$ cat config.mk
export PLATFORM = sky130hd
export DESIGN_NAME = sat_counter
export DESIGN_NICKNAME = d
export VERILOG_FILES = /design/src/rtl/sat_counter.sv
export SDC_FILE = /design/constraint.sdc
export NUM_CORES = 1
export LEC_CHECK = 0
export BUFFER_PORTS_ARGS = -buffer_cell sky130_fd_sc_hd__buf_2
export CORE_AREA = 2 2 39 41
export DETAILED_ROUTE_END_ITERATION = 16
export DIE_AREA = 0 0 41 43
export PLACE_DENSITY = 0.56
export SLEW_MARGIN = 40
export SYNTH_ARGS = -nofsm -noshare
export SYNTH_HDL_FRONTEND = slang
export SYNTH_SLANG_ARGS = --single-unit
$ cat constraint.sdc
create_clock -name clk -period 1.5 [get_ports clk]
set_input_delay 0.3 -clock clk [delete_from_list [all_inputs] [get_ports clk]]
set_output_delay 0.3 -clock clk [all_outputs]
set_load 0.05 [all_outputs]
$ cat src/rtl/sat_counter.sv
// -----------------------------------------------------------------------------
// sat_counter
//   Event counter that increments by one per strobe and sticks at all-ones.
//   Used by counter_checker to count mismatches without ever wrapping back
//   to a value that would understate the damage.
//
//   Parameters
//     WIDTH    counter width
//   Ports
//     clk      clock
//     rst_     asynchronous active-low reset, clears the count
//     inc_i    increment strobe, one count per cycle it is high
//     count_o  current count, saturating at all-ones
// -----------------------------------------------------------------------------
module sat_counter #(
  parameter int WIDTH = 8
) (
  input  logic             clk,
  input  logic             rst_,
  input  logic             inc_i,
  output logic [WIDTH-1:0] count_o
);

  logic [WIDTH-1:0] count_q;
  logic [WIDTH-1:0] count_d;
  logic             full;

  assign full = &count_q;

  always_comb begin
    count_d = count_q;
    if (inc_i && !full) begin
      count_d = count_q + WIDTH'(1);
    end
  end

  // NOTE: sequential state is written only with <= so every flop samples the
  // pre-edge values of its neighbours regardless of process ordering.
  always_ff @(posedge clk or negedge rst_) begin
    if (!rst_) begin
      count_q <= '0;
    end else begin
      count_q <= count_d;
    end
  end

  assign count_o = count_q;

endmodule : sat_counter

Word level (Yosys, flattened, before mapping) --
Cells that the tools add are included.
Word-level totals: bits in registers 8, input port bits 3, output and inout port bits 8, logic and storage cells 5
Operators by class: add/sub/neg operators 1, reductions and logical operators 3
Operators by type and width (number):
- $add 8x1->8 const B | 1
- $reduce_and 8->1 | 1
- $logic_and 1x1->1 | 1
- $logic_not 1->1 | 1

Depth between registers and ports, before layout --
depth after elaboration 3, depth in mapped cells 4

Least setup slack after synthesis --
No wires, ideal clock.
path kind register to register, start reg count_q[0], in the netlist count_o[0], end reg count_q[1], in the netlist count_o[1], library setup time 128 ps, arrival time 1561 ps, data required time 1372 ps, slack -188 ps, stages on the path, launching flop included 5, path through dfrtp_1 ha_1 nand3_1 o21ai_2 mux2_1
Between the ends: longest elaborated chain between the ends 3
Ends and longest elaborated chain:
- start: declaration | RTL line 24 | logic [WIDTH-1:0] count_q;
- start signal: assignment | RTL line 43 | count_q <= count_d;
- branches (longest 3 deep; another with $add 8x1->8)
Parallel ways; which one is timed is not known. A chain may end at the register's enable or synchronous reset.

Final worst setup path --
Same ends and word-level chain as after synthesis.

==> flow_metrics.py <==
metrics = {
    "run_status": {
        "status": "completed",
    },
    "global_routing": {
        "met1_usage_pct": 15.7,
        "grt_util_all_layers_pct": 12.0,
        "top_usage_layer": "met1",
        "grt_overflow": 0,
        "antenna_found_initial": 0,
        "grtUsageMet2_pct": 14.1,
        "grt_pass1_vias": 320,
        "grt_max_degree": 9,
        "grt_first_pass_wirelength_mm": 1.36,
        "grtUsageMet3_pct": 10.5,
    },
    "route": {
        "routed_wl_um": 738,
        "drc_errors": 0,
        "ant_nets": 0,
        "num_vias": 325,
        "drtIter0Drc": 1,
        "detail_route.wl_per_cell_um": 11.2,
        "vias_per_cell": 4.92,
        "firstDrtPassIters": 2,
    },
    "floorplanning": {
        "core_sq_um": 1380,
        "fp.dieW_um": 41,
        "die_h_um": 43,
        "start_util_pct": 28.2,
        "dieArea_sq_um": 1760,
        "ioPinCount": 11,
        "placementRows": 14,
    },
    "critical_path": {
        "criticalPathCategory": "reg2reg",
        "reg2reg_slack_ps": 180,
        "slowest_delay_ps": 410,
        "cp.depth": 4,
        "crit_path_cell_trace": "ha_4, nand3_1, o21ai_2, mux2_1",
        "r2r_start": "count_o[0]",
        "r2r_cells": 4,
        "crit_buf_inv": 0,
        "critical-path-slowest-cell": "dfrtp_2",
        "worst_setup_path_start_kind": "flip-flop",
        "endpoint_kind": "flip-flop",
        "critical_path.top_delay_family": "flip-flops",
        "worstReg2RegEnd": "count_o[1]",
        "cp.arrival_ps": 1450,
        "crit_fanout": 4,
        "cp-startpoint": "count_o[0]",
        "crit_end": "count_o[1]",
        "crit_required_ps": 1630,
    },
    "synthesis": {
        "ys_seq_area_share_pct": 51.3,
        "syn-instance-count": 35,
        "yosysUniqueCellTypes": 18,
        "synth_nets": 39,
        "synth_area_sq_um": 390,
        "synth_edf_count": 0,
        "synth_top_area_share_pct": 51.3,
        "synth_warnings": 0,
        "synthArstFlopShare_pct": 100,
        "synth.most_common_cell": "dfrtp_1",
        "yosysTopAreaCell": "dfrtp_1",
        "yosys_register_bits": 8,
        "ys_top_cells_by_count": "dfrtp_1, xnor2_1, a21oi_1, nand3_1",
        "synth_top_flop_cell": "dfrtp_1",
        "syn_avg_cell_area_sq_um": 11.2,
        "synthTopCellsByArea": "dfrtp_1, xnor2_1, a21oi_1",
    },
    "clock_tree": {
        "cts-root-buf": "clkbuf_4",
        "clock-sinks": 8,
        "clockBufferDepth": 2,
        "clk_latency_ps": 250,
        "clk_pin_slew_ps": 50,
        "cts_setup_buffers": 0,
        "cts_tree": "built",
        "cts_inserted_buffers": 3,
        "htree_levels": 1,
    },
    "sta": {
        "worst_pin_slew_ps": 251,
        "finalCritPeriodShare_pct": 87.7,
        "fmax_mhz": 760,
        "finClkSkew_ps": 4.98,
        "rsz0062_at_grt": "no",
        "period_needed_ps": 1320,
        "hold-worst-slack_ps": 345,
        "setup_ws_ps": 184,
        "slew_violations": 0,
        "slew_headroom_pct": 83.4,
        "tns_ps": 0,
        "setup_viol": 0,
        "finalHoldViolCount": 0,
    },
    "final_layout": {
        "nFillCells": 153,
        "final_nets": 55,
        "synthToLayoutAreaGrowth_pct": 32.4,
        "post-route-util_pct": 37.3,
        "layout-drive-gt1-share_pct": 44.0,
        "largest_reg_flops": 8,
        "n_antenna_cell": 0,
    },
    "placement": {
        "place_ws_ps": 187,
        "port-buffer-count": 10,
        "gp_congestion": 0.693,
    },
    "min_path": {
        "hp-class": "in2reg",
    },
    "job": {
        "drv_cap": 0,
    },
}
routing by layer:
metal / vias to the layer above / share of wire (%)
met5: - / 0
met4: 0 / 0
met3: 0 / 10
met2: 13 / 41
met1: 150 / 49
li1: 162 / -
repair_timing:
action                                 4_1_cts  5_1_grt
gates resized for setup                      0        0
endpoints found under the hold margin        8        0
hold buffers                                 1        0
cells by family (layout without fill, tap and decap cells):
family	Yosys count	count (layout)	share of synthesized area, %
and+or+nand+nor	12	12	19.2
AOI/OAI and AO/OA	8	8	13.5
adders and majority gates	1	1	3.20
buffers and inverters	1	16	0.961
DFF	8	8	51.3
xor gates and xnor gates	4	4	8.97
muxes	1	1	2.88
cell type report:
cell class                 instances  area, sq um  share of cell area (%)
clock buffer                       4         26.3                    5.08
tap                               16         20.0                    3.87
multi-input combinational         26          199                    38.5
sequential                         8          208                    40.2
timing repair buffer              11         60.1                    11.6
inverter                           1         3.75                   0.726
worst min path at each step:
stage,startpoint,to,slack [ps],cells after the start
final,inc_i,count_o[0],350,3
after global routing,inc_i,count_o[0],350,3
after CTS,inc_i,count_o[0],340,3
after detailed placement,rst_,count_o[7],150,1
after global placement,rst_,count_o[7],160,1
after floorplan,rst_,count_o[0],4,0
tightest hold or removal path: cells and delay by family:
kind / cells / cell delay (ps)
compound gates: 1 / 70
xor+xnor: 1 / 70
buf+inv: 1 / 120
placed cells by master (no fill, tap or decap), types with 2 or more instances in the layout:
cell type,n
dfrtp_2,6
a21oi_1,3
nand2_1,2
o211ai_1,2
dfrtp_1,2
and3_1,2
buf_2,10
nand3_1,3
xnor2_1,4
clkbuf_4,3
through the flow:
step | cells | area, sq um
3_5_place_dp | 61 | 480
3_3_place_gp | 61 | 480
2_1_floorplan | 35 | 410
4_1_cts | 66 | 517
6_report | 66 | 517
5_1_grt | 66 | 517
Power is left out: the tool's default activity adds up to more than one toggle a clock period on the data nets, which glitch-free logic cannot reach.
